File: config.mk
export PLATFORM = sky130hd
export DESIGN_NAME = uart_tx_byte_queue
export DESIGN_NICKNAME = d
export VERILOG_FILES = /design/src/rtl/uart_tx_byte_queue.sv
export SDC_FILE = /design/constraint.sdc
export NUM_CORES = 1
export LEC_CHECK = 0
export CAP_MARGIN = 20
export CORE_MARGIN = 1
export CORE_UTILIZATION = 30
export CTS_BUF_LIST = sky130_fd_sc_hd__clkbuf_8
export CTS_CLUSTER_SIZE = 16
export DETAILED_ROUTE_END_ITERATION = 10
export SYNTH_ARGS = -nofsm -noshare
export SYNTH_HDL_FRONTEND = slang
export SYNTH_SLANG_ARGS = --single-unit
File: constraint.sdc
create_clock -name clk -period 3.3 [get_ports clk]
set_input_delay 0.66 -clock clk [delete_from_list [all_inputs] [get_ports clk]]
set_output_delay 0.66 -clock clk [all_outputs]
set_load 0.01 [all_outputs]
File: src/rtl/uart_tx_byte_queue.sv
// Byte FIFO plus two-state send sequencer that feeds uart_tx over the send/busy handshake.
// Optional build macro UART_TXQ_STATS_EN adds a saturating drop_cnt output for dropped pushes.
module uart_tx_byte_queue #(
  parameter int         DEPTH   = 16,
  parameter int         AW      = 4,
  parameter logic [7:0] HB_BYTE = 8'hAA
) (
  input  logic          clk,
  input  logic          rst,
  input  logic          push,
  input  logic [7:0]    push_data,
  input  logic          hb_tick,
  input  logic          hb_en,
  output logic          full,
  output logic          empty,
  output logic [AW:0]   level,
  output logic          overflow,
  output logic [7:0]    uart_data,
  output logic          uart_send,
  input  logic          uart_busy
`ifdef UART_TXQ_STATS_EN
  ,
  output logic [7:0]    drop_cnt
`endif
);

  localparam logic [0:0]  ST_IDLE  = 1'b0;
  localparam logic [0:0]  ST_GUARD = 1'b1;
  localparam logic [AW:0] LVL_FULL = (AW+1)'(DEPTH);
  localparam logic [AW:0] LVL_ONE  = (AW+1)'(1);
  localparam logic [AW-1:0] PTR_ONE = AW'(1);

  logic [7:0]    mem_r [DEPTH];
  logic [AW-1:0] wr_ptr_r;
  logic [AW-1:0] rd_ptr_r;
  logic [AW:0]   level_r;
  logic          full_r;
  logic          empty_r;
  logic          overflow_r;
  logic [7:0]    uart_data_r;
  logic          uart_send_r;
  logic [0:0]    state_r;

  logic          push_ok_s;
  logic          hb_ok_s;
  logic          drop_s;
  logic          wr_en_s;
  logic [7:0]    wr_byte_s;
  logic          pop_s;
  logic [AW:0]   level_nxt_s;

  // Write/pop decisions and next occupancy; a push always shadows a heartbeat request
  always_comb begin
    push_ok_s   = 1'b0;
    hb_ok_s     = 1'b0;
    drop_s      = 1'b0;
    wr_byte_s   = push_data;
    level_nxt_s = level_r;
    if (push) begin
      if (!full_r) begin
        push_ok_s = 1'b1;
      end else begin
        drop_s = 1'b1;
      end
    end else begin
      hb_ok_s = hb_tick && hb_en && empty_r && (state_r == ST_IDLE);
    end
    wr_en_s = push_ok_s || hb_ok_s;
    if (push_ok_s) begin
      wr_byte_s = push_data;
    end else begin
      wr_byte_s = HB_BYTE;
    end
    pop_s = (state_r == ST_IDLE) && !empty_r && !uart_busy;
    case ({wr_en_s, pop_s})
      2'b10:   level_nxt_s = level_r + LVL_ONE;
      2'b01:   level_nxt_s = level_r - LVL_ONE;
      default: level_nxt_s = level_r;
    endcase
  end

  // Storage array; not reset, occupancy tracking makes stale contents unreachable
  always_ff @(posedge clk) begin
    if (wr_en_s) begin
      mem_r[wr_ptr_r] <= wr_byte_s;
    end
  end

  // Write pointer, occupancy and the registered full/empty/overflow flags
  always_ff @(posedge clk or posedge rst) begin
    if (rst) begin
      wr_ptr_r   <= {AW{1'b0}};
      level_r    <= {(AW+1){1'b0}};
      full_r     <= 1'b0;
      empty_r    <= 1'b1;
      overflow_r <= 1'b0;
    end else begin
      if (wr_en_s) begin
        wr_ptr_r <= wr_ptr_r + PTR_ONE;
      end
      level_r    <= level_nxt_s;
      full_r     <= (level_nxt_s == LVL_FULL);
      empty_r    <= (level_nxt_s == {(AW+1){1'b0}});
      overflow_r <= drop_s;
    end
  end

  // Sequencer: pop into uart_data with a one-cycle strobe, then a guard cycle for busy to rise
  always_ff @(posedge clk or posedge rst) begin
    if (rst) begin
      state_r     <= ST_IDLE;
      rd_ptr_r    <= {AW{1'b0}};
      uart_data_r <= 8'h00;
      uart_send_r <= 1'b0;
    end else begin
      case (state_r)
        ST_IDLE: begin
          if (pop_s) begin
            uart_data_r <= mem_r[rd_ptr_r];
            uart_send_r <= 1'b1;
            rd_ptr_r    <= rd_ptr_r + PTR_ONE;
            state_r     <= ST_GUARD;
          end else begin
            uart_send_r <= 1'b0;
          end
        end
        ST_GUARD: begin
          uart_send_r <= 1'b0;
          state_r     <= ST_IDLE;
        end
        default: begin
          uart_send_r <= 1'b0;
          state_r     <= ST_IDLE;
        end
      endcase
    end
  end

`ifdef UART_TXQ_STATS_EN
  logic [7:0] drop_cnt_r;

  // Saturating count of pushes lost to a full queue
  always_ff @(posedge clk or posedge rst) begin
    if (rst) begin
      drop_cnt_r <= 8'h00;
    end else if (drop_s && (drop_cnt_r != 8'hFF)) begin
      drop_cnt_r <= drop_cnt_r + 8'h01;
    end
  end

  assign drop_cnt = drop_cnt_r;
`endif

  assign full      = full_r;
  assign empty     = empty_r;
  assign level     = level_r;
  assign overflow  = overflow_r;
  assign uart_data = uart_data_r;
  assign uart_send = uart_send_r;

endmodule

# Word level (Yosys, flattened, before mapping)

Memory sizes are Yosys's and may differ from the RTL's. A register that Yosys moved wholly into a read port is not among the register bits.
Index checks and enable logic that the tools add are counted.

Bits in registers: 17
Memory bits (writable): 128
Bits of input ports: 14
Output and inout port bits: 17
Logic and storage cells: 37
Memories kept: 1

Memory list:

| name  | words | bits a word | rd ports | clocked after Yosys merged registers in | write ports | line | RTL |
|---|---|---|---|---|---|---|---|
| mem_r | 16    | 8           | 1        | 1                                       | 1           | 33   | `logic [7:0] mem_r [DEPTH];` |

Add/sub/neg operators: 4
Eq/ne operators: 3
Multiplexer cells: 11
Bitwise logic cells: 1
Reduce and logical (&&, ||, !) cells: 10

Operators with widths:

| kind                                                | count |
|---|---|
| one-hot mux 5 bit (2 select lines)                  | 1 |
| adder 4 x 1 -> 4 bit, second input constant         | 2 |
| two-way mux 1 bit                                   | 8 |
| two-way mux 8 bit                                   | 1 |
| adder 5 x 1 -> 5 bit, second input constant         | 1 |
| equality test 5 bit, second input constant          | 1 |
| logical AND 1 bit                                   | 5 |
| zero test 5 bit                                     | 1 |
| subtractor 5 x 1 -> 5 bit, second input constant    | 1 |
| equality test 2 x 1 -> 1 bit, second input constant | 1 |
| equality test 2 bit, second input constant          | 1 |
| zero test 1 bit                                     | 2 |
| one-hot mux 1 bit (2 select lines)                  | 1 |
| AND reduction 2 bit                                 | 1 |
| logical OR 1 bit                                    | 1 |
| inverter 1 bit                                      | 1 |

# Longest topological paths before layout

Gate-level depths: netlist of the first run.

Word-level depth: 8
Depth in mapped cells: 14
Mapped depth without buffers: 12

# Worst setup path after synthesis of the first run

OpenSTA, ideal clock, no wires.

Path type: input-to-reg
Start point: input uart_busy
End point: register full_r (netlist: full)
Library setup time: 0.088 ns
Arrival time: 2.840 ns
Data required time: 3.212 ns
Setup slack: 0.371 ns
Cell stages on the path: 13
Path buffers: 3
Path through: or3_1 > clkbuf_1 > buf_2 > inv_1 > ha_1 > buf_2 > xor2_1 > ha_1 > o21ai_0 > a221oi_1 > o211ai_1 > xnor2_1 > nor3b_1

Longest elaborated chain between the ends: 5
Elaborated cells on any way between the ends: 6
Those cells by class: eq/ne: 3; mux: 1; reduce/logical: 2

RTL lines:

| element                                                                    | line | RTL |
|---|---|---|
| start, declared                                                            | 20   | `input logic uart_busy` |
| zero test 1 bit *                                                          | 74   | `pop_s = (state_r == ST_IDLE) && !empty_r && !uart_busy;` |
| logical AND 1 bit *                                                        | 74   |  |
| equality test 2 x 1 -> 1 bit / equality test 2 bit (equally long branches) | 75   | `case ({wr_en_s, pop_s})` |
| one-hot mux 5 bit (2 select lines) *                                       | 75   |  |
| via level_nxt_s[4]                                                         | 50   | `logic [AW:0] level_nxt_s;` |
| equality test 5 bit *                                                      | 102  | `full_r <= (level_nxt_s == LVL_FULL);` |
| end signal, assigned                                                       | 102  |  |
| end, declared                                                              | 37   | `logic full_r;` |

Mark *: on every way through the listed nets, which the timed path passes. The rest lies on a longest branch.
A chain may end at the register's enable or synchronous reset.

# Worst setup path in the final report of the first run

Start point: input hb_tick
End point: register full_r (netlist: full)

Longest elaborated chain between the ends: 8
Elaborated cells on any way between the ends: 9
Those cells by class: eq/ne: 3; mux: 2; reduce/logical: 4

RTL lines:

| element                                                                    | line | RTL |
|---|---|---|
| start, declared                                                            | 12   | `input logic hb_tick,` |
| logical AND 1 bit * (3 in series)                                          | 66   | `hb_ok_s = hb_tick && hb_en && empty_r && (state_r == ST_IDLE);` |
| two-way mux 1 bit *                                                        | 59   | `if (push) begin` |
| logical OR 1 bit *                                                         | 68   | `wr_en_s = push_ok_s \|\| hb_ok_s;` |
| equality test 2 x 1 -> 1 bit / equality test 2 bit (equally long branches) | 75   |  |
| one-hot mux 5 bit (2 select lines) *                                       | 75   |  |
| via level_nxt_s[4]                                                         | 50   |  |
| equality test 5 bit *                                                      | 102  |  |

Marks and branches as above.

==> metrics.csv, run 1 <==
metric,value,unit
antenna_cells,0,
clock_path_buffers,2,
worstHoldPathCells,2,
worstSetupStartpointType,input port,
grt_max_degree,26,
antenna_found_initial,0,
dieArea,21500,um2
setup_viol,0,
clk_pin_slew,0.08,ns
rsz0062_at_grt,no,
placed_cells,652,
cp.required,3.65,ns
synth_ff_type,edfxtp_1,
maxSlewViolCount,0,
drt_iter0_markers,258,
mappedNetlistNets,368,
power.density,797,nW/um2
num_rows,52,
cp.arrival,3.23,ns
cts.sinks,153,
status,completed,
ys_seq_area_share,71.1,%
final_nets,423,
cts_setup_buffers,0,
pre_cts_ws,-0.0155,ns
period_share,87.2,%
cts_resized,0,
via_count,3187,
vias_per_cell,4.66,
vdd_ir_drop_max,0.244,mV
p_leak,2.52,nW
htreeDepth,4,
syn_to_final_growth,17.0,%
die_height,147,um
cts_hold_buf,0,
fillers,1904,
min_from,uart_data[7],
drive_gt1_share,18.8,%
crit_type,input port to flop,
timing.rr.start,state_r,
grt_use_total,12.9,%
place_congestion,0.736,
final_hold_viol_count,0,
worstReg2RegEnd,full,
synthCells,346,
reg2reg_slack,0.70,ns
die_x,147,um
slowest_delay,0.46,ns
crit_fanout,4,
timing.fmax,347,MHz
slowest_stage,clkdlybuf4s50_1,
max-cap-violations,0,
maxSlewHeadroom,57.5,%
drt_pass1_iterations,5,
hold_path_end,uart_data[7],
io-pin-count,31,
worst_slack,0.422,ns
reg2reg_depth,11,
synth_top_area_cell,edfxtp_1,
dpl.hpwl,8600,um
synth_area,6290,um2
wl,12800,um
worst_skew_pair.late_latency,0.44,ns
clockRootBuffer,clkbuf_8,
setup_tns,0,ns
netlist.area_leader.share,61.1,%
grt_pass1_vias,3325,
ys_ff_latch,153,
drc,0,
tightestPinTransition,0.637,ns
synth_edf_count,128,
io_buffers,30,
overflow,0,
crit_path_cell_trace,clkdlybuf4s50_1 -> nand2_1 -> nor3_1 -> a21o_1 -> inv_1 -> ha_1 -> xor2_1 -> ha_1 -> o21ai_0 -> a221oi_1 -> o211ai_1 -> xnor2_1 -> nor3b_1,
avgSynthCellArea,18.2,um2
crit_top_cell,ha_1,
synthArstFlopShare,16.3,%
cts_tree,done,
p_total,0.00586,W
yosysWarningCount,0,
hold_class,flop to flop,
initial_core_util,30.9,%
fin_cells,684,
core,20400,um2
end_kind,flop,
layout_min_cycle_time,2.88,ns
fin_skew,0.00909,ns
cts-buffers-inserted,17,
synth_cell_types,42,
ant_nets,0,
synthTopCellsByArea,"edfxtp_1, dfrtp_1, mux4_1, mux4_2, mux2i_1",
wl_per_cell,18.8,um
grt_pass1_wl,20100,um
## cell usage after synthesis, drive strengths merged, types with 7 or more instances
| cell | instances |
|---|---|
| a21oi | 10 |
| dfrtp | 24 |
| mux4 | 32 |
| edfxtp | 128 |
| nor3 | 7 |
| xnor2 | 9 |
| ha | 8 |
| nor2 | 23 |
| o21ai | 9 |
| nand2b | 8 |
| buf | 13 |
| mux2i | 16 |
| nand2 | 15 |
## metal layers
| layer | share of wire, % | GRT usage, % |
|---|---|---|
| met5 | 0 | 0 |
| met1 | 41 | 15.4 |
| met3 | 3.9 | 2.89 |
| met2 | 54 | 22.6 |
| met4 | 1.4 | 5.16 |
## cell usage in the layout (no fill, tap or decap), drive strengths merged, types with 2 or more instances in the layout
| cell | Yosys | routed |
|---|---|---|
| mux2i | 16 | 16 |
| clkinv | 0 | 4 |
| edfxtp | 128 | 128 |
| nor3 | 7 | 7 |
| nand4 | 2 | 2 |
| o31ai | 2 | 2 |
| inv | 6 | 11 |
| ha | 8 | 8 |
| nor2b | 4 | 4 |
| xor2 | 2 | 2 |
| and2 | 6 | 6 |
| clkinvlp | 0 | 6 |
| nor2 | 23 | 23 |
| clkbuf | 6 | 17 |
| nand2 | 15 | 15 |
| a21oi | 10 | 10 |
| nor3b | 2 | 2 |
| nand2b | 8 | 8 |
| clkdlybuf4s50 | 0 | 30 |
| buf | 13 | 25 |
| mux4 | 32 | 32 |
| dfrtp | 24 | 24 |
| xnor2 | 9 | 9 |
| o21ai | 9 | 9 |
## how the worst max path moves through the flow
stage / startpoint / to / depth (start not counted)
after floorplan: uart_busy / full / 13
final: hb_tick / full / 13
after CTS: hb_tick / full / 13
after global placement: hb_tick / full / 13
after detailed placement: hb_tick / full / 13
after global routing: hb_tick / full / 13
## power by group
group / internal, W / switching [W] / total [W]
clock network: 0.000532 / 0.000723 / 0.00126
registers: 0.00244 / 0.000298 / 0.00274
logic: 0.000958 / 0.000907 / 0.00186
## worst max-delay path: cells and delay by family
family          cells  cell delay, ns
compound gates      4            0.74
xor+xnor            2            0.40
fa+ha+maj           2            0.46
buf+inv             2            0.53
simple gates        3            0.45
## logic make-up after synthesis
logic type | synth area share (%)
flip-flops | 71.1
AND/OR/NAND/NOR | 5.53
multiplexers | 15.1
AO/OA/AOI/OAI | 2.83
buffers and inverters | 2.31
XOR/XNOR | 1.53
adder cells (fa/ha/maj) | 1.59
## final cells by class
type	instances	area [um2]	area share, %
clock inverters	15	120	1.63
repair buffers	55	500	6.80
multi-input cells	168	1670	22.7
clock buffers	17	234	3.18
flip-flops and latches	153	4470	60.8
well taps	270	338	4.59
inverters	6	22.5	0.306
## flip-flops by register name, summed over array words and instances, names as in the netlist
register / flops
overflow: 1
full: 1
wr_ptr_r: 4
empty: 1
uart_data: 8
state_r: 1
level: 5
mem_r: 128
rd_ptr_r: 4
## through the flow
step / utilization [%] / area, um2 / hold slack (ns)
final: 36.1 / 7360 / 0.499
after global routing: 36.1 / 7360 / 0.531
after CTS: 36.1 / 7360 / 0.506
after detailed placement: 34.4 / 7000 / 0.487
after global placement: 34.4 / 7000 / 0.482
after floorplan: - / 6290 / 0.527
(Power assumes the default switching activity.)
==> run 2: changes to the inputs <==
--- a/config.mk
+++ b/config.mk
@@ -9,6 +9,7 @@
 export CORE_MARGIN = 1
 export CORE_UTILIZATION = 30
 export CTS_BUF_LIST = sky130_fd_sc_hd__clkbuf_8
+export CTS_CLUSTER_DIAMETER = 200
 export CTS_CLUSTER_SIZE = 16
 export DETAILED_ROUTE_END_ITERATION = 10
 export SYNTH_ARGS = -nofsm -noshare
==> results of run 2 <==
No change in the layout: final DEF, timing and power equal those of run 1.
==> run 3: changes to the inputs <==
--- a/config.mk
+++ b/config.mk
@@ -5,6 +5,7 @@
 export SDC_FILE = /design/constraint.sdc
 export NUM_CORES = 1
 export LEC_CHECK = 0
+export ABC_AREA = 1
 export CAP_MARGIN = 20
 export CORE_MARGIN = 1
 export CORE_UTILIZATION = 30
@@ -12,6 +13,7 @@
 export CTS_CLUSTER_DIAMETER = 200
 export CTS_CLUSTER_SIZE = 16
 export DETAILED_ROUTE_END_ITERATION = 10
+export SLEW_MARGIN = 15
 export SYNTH_ARGS = -nofsm -noshare
 export SYNTH_HDL_FRONTEND = slang
 export SYNTH_SLANG_ARGS = --single-unit
==> run 3 against run 2 <==
  * Hold slack improved by 0.016 ns
  * Clock skew grew 0.0045 ns
  * Clock power grew 9.5%
  * Power increased by 7.9%
  * Maximum frequency is 7.4% higher
  * Sequential share of layout area down 1.8 points
  * Synthesized cell count grew 68%
  * Worst setup slack improved by 0.20 ns
  * Critical path depth grew 4
  * Non-clock buffer count increased by 5
  * Global-route usage up 0.24 points
  * Critical endpoint unchanged
  * Largest power group unchanged
  * Highest routed layer unchanged
==> metrics.csv, run 3 <==
metric,value,unit,change
cp-startpoint,push,,
utilization,35.8,%,-0.30 points
yosysMostFrequentCell,nand2_1,,
place_congestion,0.795,,+8.0%
cts-buffers-inserted,17,,unchanged
grt_max_degree,67,,+160%
reg2reg_depth,14,,+3
synth_compound_gate_area_share,3.31,%,+0.48 points
synth_ff_type,edfxtp_1,,
fin_skew,0.0136,ns,+0.00452 ns
crit_fanout,6,,+2
htreeDepth,4,,unchanged
final_nets,658,,+56%
min_from,uart_data[3],,
wl_per_cell,14.8,um,-21%
io-pin-count,31,,unchanged
tightestPinTransition,0.850,ns,+0.213 ns
num_rows,53,,+1.9%
layout_min_cycle_time,2.68,ns,-0.198 ns
die_height,149,um,+1.7%
vdd_ir_drop_max,0.314,mV,+28%
hold_class,flop to flop,,
setup_tns,0,ns,unchanged
dieArea,22300,um2,+3.4%
drc,0,,unchanged
ys_ff_latch,153,,unchanged
final_cell_mix,"nand2_1, edfxtp_1, nand3_1, nor2_1",,
synth_xor_area_share,0.943,%,-0.59 points
drt_iter0_markers,320,,+24%
cts_tree,done,,
cts_hold_buf,0,,unchanged
io_buffers,30,,unchanged
dpl.hpwl,8850,um,+2.9%
cp.required,3.68,ns,+0.03 ns
via_count,4123,,+29%
synthArstFlopShare,16.3,%,unchanged
synth_fa_ha_area_share,1.54,%,-0.053 points
synth_cell_types,29,,-31%
clock_path_buffers,2,,unchanged
cts_setup_buffers,0,,unchanged
power.density,835,nW/um2,+4.8%
clockRootBuffer,clkbuf_8,,
worst_skew_pair.late_latency,0.45,ns,about the same
maxSlewHeadroom,43.2,%,-14 points
ant_nets,0,,unchanged
final_hold_viol_count,0,,unchanged
netlist.area_leader.share,59.1,%,-2.0 points
yosysWarningCount,0,,unchanged
synthTopCellsByCount,"nand2_1, edfxtp_1, nand3_1",,
antenna_cells,0,,unchanged
synthTopCellsByArea,"edfxtp_1, nand2_1, dfrtp_1, nand3_1, nor2_1",,
max-cap-violations,0,,unchanged
cts.sinks,153,,unchanged
crit_type,input port to flop,,
cp.arrival,3.06,ns,-0.17 ns
core,21200,um2,+3.9%
p_leak,2.90,nW,+15%
period_share,81.2,%,-6.0 points
initial_core_util,30.7,%,-0.13 points
overflow,0,,unchanged
grt_pass1_wl,21500,um,+7.4%
antenna_found_initial,0,,unchanged
rsz0062_at_grt,no,,
avgSynthCellArea,11.2,um2,-38%
drt_pass1_iterations,5,,unchanged
synth_top_family_by_area,simple AND/OR/NAND/NOR gates,,
synthCells,581,,+68%
synth_area,6500,um2,+3.4%
worstHoldPathCells,2,,unchanged
cts_resized,0,,unchanged
fillers,2062,,+8.3%
synth_top_area_cell,edfxtp_1,,
largest_register,mem_r,,
syn_to_final_growth,16.5,%,
setup_viol,0,,unchanged
end_kind,flop,,
vias_per_cell,4.47,,-4.1%
largest_reg_flops,128,,unchanged
drive_gt1_share,12.2,%,-6.6 points
clk_pin_slew,0.08,ns,about the same
synth.mux.area_fraction,0,%,-15 points
maxSlewViolCount,0,,unchanged
wl,13600,um,+6.1%
status,completed,,
ys_seq_area_share,68.8,%,-2.4 points
p_total,0.00632,W,+7.9%
grt_pass1_vias,3910,,+18%
mappedNetlistNets,603,,+64%
layout_commonest_cell,nand2_1,,
timing.fmax,373,MHz,+7.4%
synth_edf_count,128,,unchanged
die_x,149,um,+1.7%
grt_use_total,13.2,%,+0.24 points
yosys.area_share.simple,20.9,%,+15 points
timing.rr.start,empty,,
worstSetupStartpointType,input port,,
## run 3: changes by cell type after synthesis, moves of 8 or more
cell and change:
buf_6 +8, inv_1 +21, mux2i_1 -16, mux4_1 -15, mux4_2 -17, nand2_1 +155, nand2b_1 -8, nand3_1 +82
nor2_1 +20, xnor2_1 -8
## run 3: path summary, 6_finish.rpt
path	end	slack (ns)
min in group asynchronous	overflow	0.58
setup / recovery	full	0.62
hold / removal	uart_data[3]	0.52
setup reg to reg	full	0.85
max in group asynchronous	empty	2.41
hold reg to reg	uart_data[3]	0.52
## run 3: final cells by class
class | instances | area, um2 | area share [%]
clock inverter | 14 | 149 | 1.96
clock buffer | 17 | 234 | 3.09
timing repair buffer | 60 | 526 | 6.93
tap | 275 | 344 | 4.54
sequential | 153 | 4470 | 59.0
multi-input combinational | 373 | 1740 | 22.9
inverter | 31 | 116 | 1.54
## run 3: kinds of logic after synthesis
family	Yosys count
fa+ha+maj	8
xor+xnor	7
buf+inv	55
compound gates	40
simple gates	318
flops	153
## run 3: power by group
group | leakage [nW] | switching [W] | internal (W)
logic | 1.26 | 0.00151 | 0.000812
registers | 1.45 | 0.000168 | 0.00245
clock network | 0.190 | 0.000704 | 0.000672
total | 2.90 | 0.00239 | 0.00394
## run 3: stage by stage
step	instances	cell area, um2	setup slack, ns	hold slack (ns)
CTS	923	7580	0.621	0.538
global route	923	7580	0.383	0.553
global placement	892	7200	0.248	0.511
floorplan	581	6500	0.696	0.511
detailed placement	892	7200	0.151	0.517
finish	923	7580	0.620	0.516
## run 3: routing by layer
| layer | GRT usage, % | vias up | wire length [um] |
|---|---|---|---|
| met3 | 2.84 | 10 | 589 |
| met4 | 5.10 | 0 | 142 |
| met1 | 17.7 | 1951 | 6390 |
| met2 | 20.7 | 72 | 6490 |
| li1 | - | 2090 | - |
| met5 | 0 | - | 0 |
## run 3: worst max-delay path, stage by stage
cell,delay [ns]
clkdlybuf4s50_1,0.50
inv_1,0.05
nor2_1,0.09
clkinv_1,0.10
nand2_2,0.08
inv_1,0.07
ha_1,0.28
nand2_1,0.11
inv_1,0.05
nor2_1,0.13
ha_1,0.26
nand2_2,0.07
nand2_2,0.04
or2_0,0.21
nor2_1,0.14
nand3_1,0.12
nor2_1,0.11
